## config.mk

```make
export PLATFORM = sky130hd
export DESIGN_NAME = line_raster_flat
export DESIGN_NICKNAME = d
export VERILOG_FILES = /design/src/rtl/gfx_pkg.sv /design/src/rtl/line_raster_if.sv /design/src/rtl/line_step.sv /design/src/rtl/line_raster.sv /design/src/flat_wrapper.sv
export SDC_FILE = /design/constraint.sdc
export NUM_CORES = 1
export LEC_CHECK = 0
export ABC_AREA = 1
export CELL_PAD_IN_SITES_DETAIL_PLACEMENT = 1
export CELL_PAD_IN_SITES_GLOBAL_PLACEMENT = 1
export CORE_MARGIN = 4
export CORE_UTILIZATION = 31
export DETAILED_ROUTE_END_ITERATION = 6
export PLACE_DENSITY_LB_ADDON = 0.25
export SLEW_MARGIN = 20
export SYNTH_ARGS = -nofsm -noshare
export SYNTH_HDL_FRONTEND = slang
export SYNTH_SLANG_ARGS = --single-unit
```

## constraint.sdc

```tcl
create_clock -name clk -period 3.8 [get_ports clk]
set_input_delay 0.57 -clock clk [delete_from_list [all_inputs] [get_ports clk]]
set_output_delay 0.57 -clock clk [all_outputs]
set_load 0.1 [all_outputs]
```

## src/rtl/gfx_pkg.sv

```systemverilog
// Shared graphics types: coordinate type, line rasteriser state encoding and
// default screen dimensions.
package gfx_pkg;
  localparam int COORD_W_DEF  = 10;
  localparam int SCREEN_W_DEF = 640;
  localparam int SCREEN_H_DEF = 480;

  typedef logic [COORD_W_DEF-1:0] coord_t;

  typedef enum logic [1:0] {
    IDLE,
    SETUP,
    DRAW
  } line_state_e;
endpackage

```

## src/rtl/line_raster_if.sv

```systemverilog
// Command (endpoint start/ready) and pixel (valid/ready) stream bundle for
// the line rasteriser; master is the command/pixel consumer side.
interface line_raster_if #(
  parameter int COORD_W = gfx_pkg::COORD_W_DEF
);
  logic               start;
  logic               start_ready;
  logic [COORD_W-1:0] x0;
  logic [COORD_W-1:0] y0;
  logic [COORD_W-1:0] x1;
  logic [COORD_W-1:0] y1;
  logic               pix_valid;
  logic               pix_ready;
  logic [COORD_W-1:0] pix_x;
  logic [COORD_W-1:0] pix_y;
  logic               pix_last;
  logic               busy;
  logic               done;

  modport master (
    output start, x0, y0, x1, y1, pix_ready,
    input  start_ready, pix_valid, pix_x, pix_y, pix_last, busy, done
  );

  modport slave (
    input  start, x0, y0, x1, y1, pix_ready,
    output start_ready, pix_valid, pix_x, pix_y, pix_last, busy, done
  );
endinterface

```

## src/rtl/line_step.sv

```systemverilog
// Combinational Bresenham step: one error update and x/y advance.
// sx/sy are direction flags: 1 steps by -1, 0 steps by +1.
module line_step #(
  parameter  int COORD_W = 10,
  localparam int W       = COORD_W + 2
) (
  input  logic signed [W-1:0]  err,
  input  logic signed [W-1:0]  dx,
  input  logic signed [W-1:0]  dy,
  input  logic                 sx,
  input  logic                 sy,
  input  logic [COORD_W-1:0]   x,
  input  logic [COORD_W-1:0]   y,
  output logic signed [W-1:0]  err_nxt,
  output logic [COORD_W-1:0]   x_nxt,
  output logic [COORD_W-1:0]   y_nxt
);
  localparam logic [COORD_W-1:0] ONE = {{(COORD_W-1){1'b0}}, 1'b1};

  // e2 needs one extra bit so 2*err cannot wrap at full-range endpoints
  logic signed [W:0] e2;
  logic signed [W:0] dx_e;
  logic signed [W:0] dy_e;

  always_comb begin
    e2      = {err, 1'b0};
    dx_e    = {dx[W-1], dx};
    dy_e    = {dy[W-1], dy};
    err_nxt = err;
    x_nxt   = x;
    y_nxt   = y;
    if (e2 >= dy_e) begin
      err_nxt = err_nxt + dy;
      x_nxt   = sx ? (x - ONE) : (x + ONE);
    end
    if (e2 <= dx_e) begin
      err_nxt = err_nxt + dx;
      y_nxt   = sy ? (y - ONE) : (y + ONE);
    end
  end
endmodule

```

## src/rtl/line_raster.sv

```systemverilog
// Bresenham line rasteriser: endpoints in via start/ready, one pixel per clock
// out via valid/ready. Define LINE_RASTER_CLIP_EN to drop off-screen pixels.
module line_raster
  import gfx_pkg::*;
#(
  parameter int COORD_W  = COORD_W_DEF,
  parameter int SCREEN_W = SCREEN_W_DEF,
  parameter int SCREEN_H = SCREEN_H_DEF
) (
  input  logic          clk,
  input  logic          rst_n,
  line_raster_if.slave  bus
);
  localparam int W = COORD_W + 2;

  function automatic logic signed [W-1:0] abs_s(input logic signed [W-1:0] v);
    return v[W-1] ? -v : v;
  endfunction

  line_state_e         state, state_nxt;
  logic [COORD_W-1:0]  x0_r, y0_r, x1_r, y1_r;
  logic [COORD_W-1:0]  x_r, y_r, x_nxt, y_nxt;
  logic signed [W-1:0] dx_r, dy_r, err_r, err_nxt;
  logic signed [W-1:0] dx_d, dy_d;
  logic                sx_r, sy_r, done_r;
  logic                at_end, visible, step;

  assign dx_d   = abs_s($signed({2'b00, x1_r}) - $signed({2'b00, x0_r}));
  assign dy_d   = -abs_s($signed({2'b00, y1_r}) - $signed({2'b00, y0_r}));
  assign at_end = (x_r == x1_r) && (y_r == y1_r);

`ifdef LINE_RASTER_CLIP_EN
  localparam logic [COORD_W:0] SW = SCREEN_W[COORD_W:0];
  localparam logic [COORD_W:0] SH = SCREEN_H[COORD_W:0];
  assign visible = ({1'b0, x_r} < SW) && ({1'b0, y_r} < SH);
`else
  assign visible = 1'b1;
`endif

  // Off-screen pixels advance without waiting for the consumer
  assign step = (state == DRAW) && (bus.pix_ready || !visible);

  line_step #(.COORD_W(COORD_W)) u_step (
    .err     (err_r),
    .dx      (dx_r),
    .dy      (dy_r),
    .sx      (sx_r),
    .sy      (sy_r),
    .x       (x_r),
    .y       (y_r),
    .err_nxt (err_nxt),
    .x_nxt   (x_nxt),
    .y_nxt   (y_nxt)
  );

  always_ff @(posedge clk or negedge rst_n) begin
    if (!rst_n) state <= IDLE;
    else        state <= state_nxt;
  end

  always_comb begin
    state_nxt = state;
    case (state)
      IDLE:    if (bus.start) state_nxt = SETUP;
      SETUP:   state_nxt = DRAW;
      DRAW:    if (step && at_end) state_nxt = IDLE;
      default: state_nxt = IDLE;
    endcase
  end

  always_ff @(posedge clk or negedge rst_n) begin
    if (!rst_n) begin
      x0_r <= '0; y0_r <= '0; x1_r <= '0; y1_r <= '0;
      x_r  <= '0; y_r  <= '0;
      dx_r <= '0; dy_r <= '0; err_r <= '0;
      sx_r <= 1'b0; sy_r <= 1'b0; done_r <= 1'b0;
    end else begin
      done_r <= 1'b0;
      case (state)
        IDLE: if (bus.start) begin
          x0_r <= bus.x0; y0_r <= bus.y0;
          x1_r <= bus.x1; y1_r <= bus.y1;
          x_r  <= bus.x0; y_r  <= bus.y0;
        end
        SETUP: begin
          dx_r  <= dx_d;
          dy_r  <= dy_d;
          err_r <= dx_d + dy_d;
          sx_r  <= !(x0_r < x1_r);
          sy_r  <= !(y0_r < y1_r);
        end
        DRAW: if (step) begin
          if (at_end) begin
            done_r <= 1'b1;
          end else begin
            err_r <= err_nxt;
            x_r   <= x_nxt;
            y_r   <= y_nxt;
          end
        end
        default: ;
      endcase
    end
  end

  assign bus.start_ready = (state == IDLE);
  assign bus.busy        = (state != IDLE);
  assign bus.pix_valid   = (state == DRAW) && visible;
  assign bus.pix_last    = (state == DRAW) && visible && at_end;
  assign bus.pix_x       = x_r;
  assign bus.pix_y       = y_r;
  assign bus.done        = done_r;
endmodule

```

## src/flat_wrapper.sv

```systemverilog
// flat-port wrapper written by rule: the top's interface ports become plain ports
module line_raster_flat import gfx_pkg::*;
#(
  parameter int COORD_W  = COORD_W_DEF,
  parameter int SCREEN_W = SCREEN_W_DEF,
  parameter int SCREEN_H = SCREEN_H_DEF
)
  (clk, rst_n, bus_start, bus_x0, bus_y0, bus_x1, bus_y1, bus_pix_ready, bus_start_ready, bus_pix_valid, bus_pix_x, bus_pix_y, bus_pix_last, bus_busy, bus_done);
  line_raster_if #(.COORD_W(COORD_W)) bus_i ();
  input  logic clk;
  input  logic rst_n;
  input wire logic [$bits(bus_i.start)-1:0] bus_start;
  input wire logic [$bits(bus_i.x0)-1:0] bus_x0;
  input wire logic [$bits(bus_i.y0)-1:0] bus_y0;
  input wire logic [$bits(bus_i.x1)-1:0] bus_x1;
  input wire logic [$bits(bus_i.y1)-1:0] bus_y1;
  input wire logic [$bits(bus_i.pix_ready)-1:0] bus_pix_ready;
  output wire logic [$bits(bus_i.start_ready)-1:0] bus_start_ready;
  output wire logic [$bits(bus_i.pix_valid)-1:0] bus_pix_valid;
  output wire logic [$bits(bus_i.pix_x)-1:0] bus_pix_x;
  output wire logic [$bits(bus_i.pix_y)-1:0] bus_pix_y;
  output wire logic [$bits(bus_i.pix_last)-1:0] bus_pix_last;
  output wire logic [$bits(bus_i.busy)-1:0] bus_busy;
  output wire logic [$bits(bus_i.done)-1:0] bus_done;
  assign bus_i.start = bus_start;
  assign bus_i.x0 = bus_x0;
  assign bus_i.y0 = bus_y0;
  assign bus_i.x1 = bus_x1;
  assign bus_i.y1 = bus_y1;
  assign bus_i.pix_ready = bus_pix_ready;
  assign bus_start_ready = bus_i.start_ready;
  assign bus_pix_valid = bus_i.pix_valid;
  assign bus_pix_x = bus_i.pix_x;
  assign bus_pix_y = bus_i.pix_y;
  assign bus_pix_last = bus_i.pix_last;
  assign bus_busy = bus_i.busy;
  assign bus_done = bus_i.done;
  line_raster #(.COORD_W(COORD_W), .SCREEN_W(SCREEN_W), .SCREEN_H(SCREEN_H)) u_core (.clk(clk), .rst_n(rst_n), .bus(bus_i));
endmodule
```

; ---- Word level (Yosys, flattened, before mapping)
; Index checks and enable logic that the tools add are counted.
[word_totals]
reg_bits = 101
out_inout_bits = 25
[classes]
add_sub_neg = 12
magnitude_cmp = 4
eq_ne = 10
muxes = 25
reduce_logical = 15
[ops]
columns = operator, n
row1 = $mux W10, 10
row2 = $mux W12, 6
row3 = $pmux W10 S2, 2
row4 = $add A12 B12 Y12, 3
row5 = $neg A12 Y12, 3
row6 = $pmux W12 S2, 1
row7 = $sub A10 B10 Y11, 2
row8 = $add A10 B1 Y10 const B, 2
row9 = $eq A10 B10 Y1, 2
row10 = $lt A10 B10 Y1, 2
row11 = $sub A10 B1 Y10 const B, 2
row12 = $ge A13 B12 Y1, 1
row13 = $le A13 B12 Y1, 1
row14 = $reduce_and A5 Y1, 2
row15 = $ne A2 B1 Y1 const B, 4
row16 = $pmux W2 S3, 1
row17 = $reduce_bool A2 Y1, 3
row18 = $logic_and A1 B1 Y1, 4
row19 = $mux W2, 2
row20 = $ne A2 B2 Y1 const B, 2
row21 = $reduce_and A2 Y1, 2
row22 = $mux W1, 3
row23 = $reduce_and A3 Y1, 1
row24 = $eq A2 B1 Y1 const B, 1
row25 = 3 further kinds, 4

; ---- Logic depth before layout (Yosys ltp)
; Gate-level depths: netlist of the first run.
[logic_depth]
depth_word = 7
ltp_mapped = 32

; ---- Cells and area by module
; Synthesis of the first run repeated with hierarchy kept, for this count alone.
[unflattened]
hier_cells = 1508
area_unflattened_um2 = 9870.7
[by_module_without_submodules]
columns = mod, instances, cells_each, area_per_inst_um2
row1 = line_raster, 1, 974, 6787.8
row2 = line_step, 1, 534, 3083.0

; ---- Least setup slack after synthesis of the first run
; Ideal clock, no wire load.
[synth_path]
path_type = register to register
from = register u_core.y1_r[0]
to = register u_core.err_r[11]
t_arrival_ns = 3.722
t_required_ns = 3.684
path_slack_ns = -0.039
path_stages_with_launch = 26
n_path_buf = 0
cell_sequence = dfrtp_1 -> inv_1 -> ha_1 -> fa_1 -> ha_1 -> inv_1 -> nor2_4 -> nand3_1 -> nor2_4 -> nor2_4 -> xor2_2 -> inv_2 -> nor3_4 -> xor2_1 -> inv_1 -> ha_1 -> inv_1 -> o21bai_1 -> a221oi_1 -> nand2_1 -> a31oi_1 -> nand3_1 -> nand3_1 -> nand2_1 -> nand2_1 -> nand2_1
[synth_between]
elab_chain_len = 6
elab_cells_between_ends = 10
[synth_rtl]
columns = element, line
row1 = "start, declared", line_raster.sv:21  ; logic [COORD_W-1:0] x0_r, y0_r, x1_r, y1_r;
row2 = "start signal, assigned", line_raster.sv:82  ; x1_r <= bus.x1; y1_r <= bus.y1;
row3 = $sub A10 B10 Y11 (*), line_raster.sv:29  ; assign dy_d = -abs_s($signed({2'b00, y1_r}) - $signed({2'b00, y0_r}));
row4 = $neg A12 Y12, line_raster.sv:17  ; return v[W-1] ? -v : v;
row5 = $mux W12 (*), line_raster.sv:17
row6 = $neg A12 Y12 (*), line_raster.sv:29
row7 = net u_core.dy_d[8], line_raster.sv:24  ; logic signed [W-1:0] dx_d, dy_d;
row8 = $add A12 B12 Y12 (*), line_raster.sv:88  ; err_r <= dx_d + dy_d;
row9 = $pmux W12 S2 (*), line_raster.sv:79  ; case (state)
row10 = "end signal, assigned", line_raster.sv:88
row11 = "end signal, assigned", line_raster.sv:96  ; err_r <= err_nxt;
row12 = "end, declared", line_raster.sv:23  ; logic signed [W-1:0] dx_r, dy_r, err_r, err_nxt;
; Mark *: on every way through the listed nets, which the timed path passes. The rest lies on a longest branch.
; A chain may end at the register's enable or synchronous reset.

; ---- Final worst setup path of the first run
; Same ends and word-level chain as after synthesis.

==> reports/results.txt, run 1 <==
status - complete, but fails checks
failing checks - negative setup slack
Largest stage delay, worst path - 0.56 ns
fin crit share - 106%
Worst-Skew Late Latency - 0.37 ns
total CTS buffers - 9
commonest non-fill, non-tap cell in the layout - nand2_1
die area - 0.0328 sq mm
Die Y - 181 microns
Hold Crit Class - in -> async
crit path launch type - register
boundary pin count - 69
CTS max path bufs - 2
clk sinks - 101
GP Congestion - 0.850
all-layer global routing usage - 20.5%
Final #Nets - 1711
register area - 0.00253 sq mm
DRC - 0
DR vias - 9642
CP most frequent cell - nand2_1
synthesized flop and latch total - 101
crit path DAT - 4.31 ns
H-tree levels - 3
worst path bufs/invs - 5
largest net degree at the start of global routing - 58
synthesized instance count - 1314
vias in the first global route - 10400
drt pass-1 iters - 4
CTS Root Cell - clkbuf_16
Finished Core Util - 42.8%
skew final - 0.0168 ns
Syn Nets - 1464
Worst Tran Pin Value - 1.06 ns
top cells by area, synth - dfrtp_1 (27%), ha_1 (13%), nand2_1 (12%)
Clk pin slew, worst setup/hold paths - 0.08 ns
share of cells above drive strength 1 - 24.1%
R2R setup slack - -0.21 ns
per-cell routed wire length - 17.5 microns
R2R Path Start - u_core.y1_r[0]$_DFFE_PN0P_
Ant. Diodes - 0
Layout Area Growth over Synthesis - 36.2%
via density per instance - 4.93
setup slack after placement - -0.411 ns
first-pass GRT wire length - 54.7 mm
syn_area_per_cell - 7.08 sq um
crit end category - register
final setup margin - -0.210 ns
Initial Utilization - 31.4%
Synth async-reset ratio - 100%
antenna violations before repair - 0
sequential area share after synthesis - 27.2%
Hold Slack - 0.327 ns
Post-synth EDFFs - 0
Critical Path Stages - 26
initial DRC count - 398
final HPWL from detailed placement - 26.1 mm
post-synthesis cell area - 0.00930 sq mm
fmax - 0.249 GHz
min Tclk post-route - 4.01 ns
most frequent cells in the layout - nand2_1 (275), buf_4 (192), inv_1 (178)
Synth area leader - dfrtp_1
RSZ-0062 raised after global routing - yes
critical path's top delay family - simple AND/OR/NAND/NOR gates
Worst slew margin - 29.3%
# rows - 63
final setup vio count - 3
Pins Over Slew Limit - 0
fillers - 3780
CTS tree - built
CP max FO - 3
CP Class - reg -> reg
core box area - 0.0296 sq mm
post-route ant nets - 0
area share of the largest cell type after synthesis - 27.2%
Die X - 181 microns
Hold Buf Count CTS - 0
most common flop cell mapped by yosys - dfrtp_1
Critical Path End - u_core.err_r[11]$_DFFE_PN0P_
required time of the critical path - 4.10 ns
final hold vios - 0
worst r2r dst - u_core.err_r[11]$_DFFE_PN0P_
GRT overflow - 0
Crit-path slowest cell - fa_2
post-synth cell types - 47
drt total wl - 34.1 mm
Setup crit start - u_core.y1_r[0]$_DFFE_PN0P_
max_cap viols - 0
Yosys warnings - 0
Worst R2R Path Depth - 26
port bufs - 68
area of the multi-input gates - 0.00642 sq mm
worst min path at each step:
stage	start	slack (ns)	endpoint
5_1_grt	rst_n	0.39	u_core.dy_r[11]$_DFFE_PN0N_
4_1_cts	rst_n	0.35	u_core.dy_r[5]$_DFFE_PN0N_
3_3_place_gp	u_core.y0_r[7]$_DFFE_PN0P_	0.47	u_core.y0_r[7]$_DFFE_PN0P_
3_5_place_dp	u_core.x0_r[6]$_DFFE_PN0P_	0.48	u_core.x0_r[6]$_DFFE_PN0P_
6_report	rst_n	0.33	u_core.dy_r[11]$_DFFE_PN0N_
2_1_floorplan	rst_n	0.27	u_core.bus.done$_DFF_PN0_
state kept, by name, indices dropped and copies added, names as in the netlist:
signal            count
u_core.sx_r           1
u_core.bus.pix_x     10
u_core.bus.pix_y     10
u_core.sy_r           1
u_core.x1_r          10
u_core.x0_r          10
u_core.y0_r          10
u_core.y1_r          10
u_core.state          2
u_core.dy_r          12
u_core.bus.done       1
u_core.dx_r          12
u_core.err_r         12
Yosys cell counts, types with 7 or more instances:
cell type  number
nand2_1       290
xnor2_1        13
inv_2           8
o21ai_1        11
xor2_1         35
o211ai_1        8
ha_1           99
nand2_2        23
clkbuf_1       14
nor2_1        108
o21ai_0        93
a21oi_1       109
nor3_1         10
nand3_1        66
inv_1         191
fa_1            7
mux2_2          9
dfrtp_1       101
a31oi_1        14
o22ai_1        14
nand4_1        15
logic make-up after synthesis:
| logic type | synth area share [%] |
|---|---|
| compound gates | 16.7 |
| simple gates | 25.3 |
| flops | 27.2 |
| buf+inv | 9.86 |
| fa+ha+maj | 14.8 |
| mux | 1.09 |
| xor+xnor | 5.04 |
per-stage QoR:
stage	instances	cell area (sq um)	TNS, ns
floorplan	1314	9340	0
global placement	1906	11600	-0.824
detailed placement	1906	11600	-2.12
CTS	1944	12400	-0.160
global route	1956	12700	-2.08
finish	1956	12700	-0.255
metal layers:
| metal | track usage, % | share of wire (%) | vias to the layer above |
|---|---|---|---|
| met5 | 0 | 0 | - |
| met4 | 4.62 | 1.8 | 0 |
| met3 | 2.28 | 2.4 | 30 |
| met2 | 36.4 | 50 | 134 |
| met1 | 26.7 | 46 | 4651 |
| li1 | - | - | 4827 |
worst reg2reg max path, stage by stage, from the launching register on:
cell      delay, ns
dfrtp_1        0.38
inv_2          0.07
ha_4           0.16
fa_2           0.56
ha_4           0.15
inv_4          0.04
nor2_4         0.15
nand3_4        0.11
nor2_4         0.14
nor2_4         0.05
xor2_2         0.15
inv_2          0.08
nor3_4         0.25
nand3_1        0.15
and2_4         0.19
ha_4           0.22
nand2_1        0.09
inv_1          0.06
a221oi_2       0.24
nand2_1        0.12
a31oi_4        0.18
inv_1          0.06
nand2_1        0.06
nand3_1        0.08
nand2_1        0.09
nand2_1        0.05
nand2_1        0.09
what timing repair did:
item	4_1_cts	5_1_grt
buffers inserted	24	12
pin swaps	64	27
endpoints found under the hold margin	0	0
gates resized for setup	85	43
endpoints found under the setup margin	9	9
layout make-up:
cell class	count	area share, %
multi-input cells	986	50.7
flip-flops and latches	101	19.9
repair buffers	262	17.1
inverters	201	6.05
well taps	390	3.85
clock buffers	10	1.89
clock inverters	6	0.494
Power of run 1 is left out: the tool's default activity adds up to more than one toggle a clock period on the data nets, which glitch-free logic cannot reach.
==> run 2, diff against run 1 <==
Settings changed: CORE_ASPECT_RATIO from default to 1.25, CTS_CLUSTER_DIAMETER from default to 50.
==> run 2 against run 1 <==
Compared with the run above: the flow still finishes with violations (negative setup slack); highest routed layer unchanged; critical endpoint unchanged; core utilization up 1.8 points; via count grew 2.5%; non-clock buffer count increased by 25; first-iteration DRC count down 21%; setup slack improved by 0.025 ns; wire length grew 5.9%; count of clock-buffer cells in the layout is 1 lower; fmax up 0.64%; global-route usage increased by 0.43 points.
==> reports/results.txt, run 2 (synthesized netlist as in run 1, its figures left out) <==
antenna violations before repair - 0 (unchanged)
setup TNS - -0.618 ns (-0.364 ns)
CP Class - reg -> reg
# rows - 70 (+11%)
most frequent cells in the layout - nand2_1 (268), buf_4 (206), inv_1 (176)
Layout Area Growth over Synthesis - 40.8%
crit path DAT - 4.31 ns (about the same)
Final #Nets - 1736 (+1.5%)
register area - 0.00253 sq mm (unchanged)
port bufs - 68 (unchanged)
largest net degree at the start of global routing - 49 (-16%)
DR vias - 9882 (+2.5%)
total CTS buffers - 9 (unchanged)
final setup vio count - 7 (+4)
per-cell routed wire length - 18.2 microns (+4.2%)
CTS Root Cell - clkbuf_16
boundary pin count - 69 (unchanged)
share of cells above drive strength 1 - 26.7% (+2.6 points)
R2R setup slack - -0.19 ns (+0.03 ns)
CTS max path bufs - 2 (unchanged)
clk sinks - 101 (unchanged)
area of the multi-input gates - 0.00660 sq mm (+2.8%)
fin crit share - 105% (-0.67 points)
via density per instance - 4.97 (+0.89%)
max_cap viols - 0 (unchanged)
crit path launch type - register
CTS tree - built
Initial Utilization - 31.6% (+0.22 points)
Pins Over Slew Limit - 0 (unchanged)
skew final - 0.0107 ns (-0.00609 ns)
Die X - 163 microns (-10%)
Hold Crit Class - in -> async
drt pass-1 iters - 4 (unchanged)
die area - 0.0329 sq mm (about the same)
vias in the first global route - 10600 (+1.9%)
post-route ant nets - 0 (unchanged)
top flop regs - u_core.dx_r x12, u_core.dy_r x12, u_core.err_r x12
Clk pin slew, worst setup/hold paths - 0.08 ns (about the same)
Ant. Diodes - 0 (unchanged)
DRC - 0 (unchanged)
GP Congestion - 0.869 (+2.2%)
drt total wl - 36.2 mm (+5.9%)
Worst Tran Pin Value - 1.01 ns (-0.0466 ns)
fmax - 0.251 GHz (+0.64%)
final hold vios - 0 (unchanged)
Worst slew margin - 32.5% (+3.1 points)
CP max FO - 3 (unchanged)
commonest non-fill, non-tap cell in the layout - nand2_1
final setup margin - -0.185 ns (+0.0254 ns)
final HPWL from detailed placement - 26.7 mm (+2.3%)
failing checks - negative setup slack
RSZ-0062 raised after global routing - yes
crit end category - register
min Tclk post-route - 3.99 ns (-0.0254 ns)
H-tree levels - 3 (unchanged)
core box area - 0.0294 sq mm (-0.71%)
status - complete, but fails checks
initial DRC count - 313 (-21%)
Worst-Skew Late Latency - 0.38 ns (about the same)
GRT overflow - 0 (unchanged)
fillers - 3719 (-1.6%)
required time of the critical path - 4.12 ns (+0.02 ns)
first-pass GRT wire length - 55.1 mm (+0.60%)
all-layer global routing usage - 20.9% (+0.43 points)
Hold Buf Count CTS - 0 (unchanged)
Die Y - 202 microns (+11%)
==> run 2: cell count changes in the layout (fill, tap and decap cells not counted), moves of 3 or more <==
cell     change
buf_4       +14
xor2_1       -3
a21oi_1      -3
o21ai_1      +4
xor2_4       +3
a21oi_4      +4
nand2_2      +3
buf_6       +11
nand3_1      -3
nand2_4      +4
o21ai_0      -6
nand2_1      -7
==> run 2: path summary, 6_finish.rpt <==
| kind | start | to | cells past startpoint |
|---|---|---|---|
| min in group clk | u_core.x0_r[6]$_DFFE_PN0P_ | u_core.x0_r[6]$_DFFE_PN0P_ | 2 |
| worst min register to register | u_core.x0_r[6]$_DFFE_PN0P_ | u_core.x0_r[6]$_DFFE_PN0P_ | 2 |
| worst max register to register | u_core.y0_r[0]$_DFFE_PN0P_ | u_core.err_r[11]$_DFFE_PN0P_ | 27 |
| worst min-delay path | rst_n | u_core.dy_r[5]$_DFFE_PN0N_ | 1 |
| max in group asynchronous | rst_n | u_core.bus.done$_DFF_PN0_ | 2 |
| worst max-delay path | u_core.y0_r[0]$_DFFE_PN0P_ | u_core.err_r[11]$_DFFE_PN0P_ | 27 |
==> run 2: layer usage <==
layer	global-route usage (%)	wire length (microns)	vias to the layer above
met5	0	0	-
met4	6.89	1390	0
met3	2.62	851	69
met2	39.1	19300	161
met1	24.3	14600	4776
li1	-	-	4876
==> run 2: stage by stage <==
stage | util [%] | worst slack, ns | hold WS, ns | instances | cell area, sq um
finish | 44.5 | -0.185 | 0.162 | 1987 | 13100
CTS | 42.4 | -0.0739 | 0.176 | 1963 | 12500
global route | 44.5 | -0.475 | 0.196 | 1987 | 13100
detailed placement | 39.3 | -0.345 | 0.484 | 1910 | 11600
global placement | 39.3 | -0.222 | 0.472 | 1910 | 11600
floorplan | - | 0.00324 | 0.274 | 1314 | 9340
==> run 2: critical path, cell delays in order, from the launching register on <==
cell and delay (ns):
dfrtp_1 0.42, ha_4 0.18, fa_2 0.57, ha_4 0.16, inv_4 0.04, nor2_4 0.10, inv_2 0.07, nor2_4 0.11
o21ai_1 0.09, nand2_2 0.10, nand2_2 0.09, inv_4 0.07, nand3_4 0.08, nor3_4 0.27, xor2_2 0.21, inv_2 0.07
ha_4 0.22, inv_2 0.07, o21bai_4 0.07, a221oi_2 0.25, nand2_1 0.09, a31oi_2 0.20, inv_1 0.06, nand2_1 0.06
nand3_1 0.07, nand2_1 0.08, nand2_1 0.05, nand2_1 0.08
==> run 2: layout make-up <==
| class | count | share of cell area (%) |
|---|---|---|
| clock buffers | 9 | 1.72 |
| multi-input cells | 986 | 50.4 |
| flip-flops and latches | 101 | 19.3 |
| repair buffers | 287 | 18.3 |
| clock inverters | 7 | 0.688 |
| inverters | 201 | 5.88 |
| well taps | 396 | 3.78 |
==> run 2: timing repair <==
action,4_1_cts,5_1_grt
pin swaps,55,52
endpoints found under the setup margin,7,11
buffers inserted,39,29
gates resized for setup,73,108
endpoints found under the hold margin,0,0
Power of run 2 is left out for the same reason.
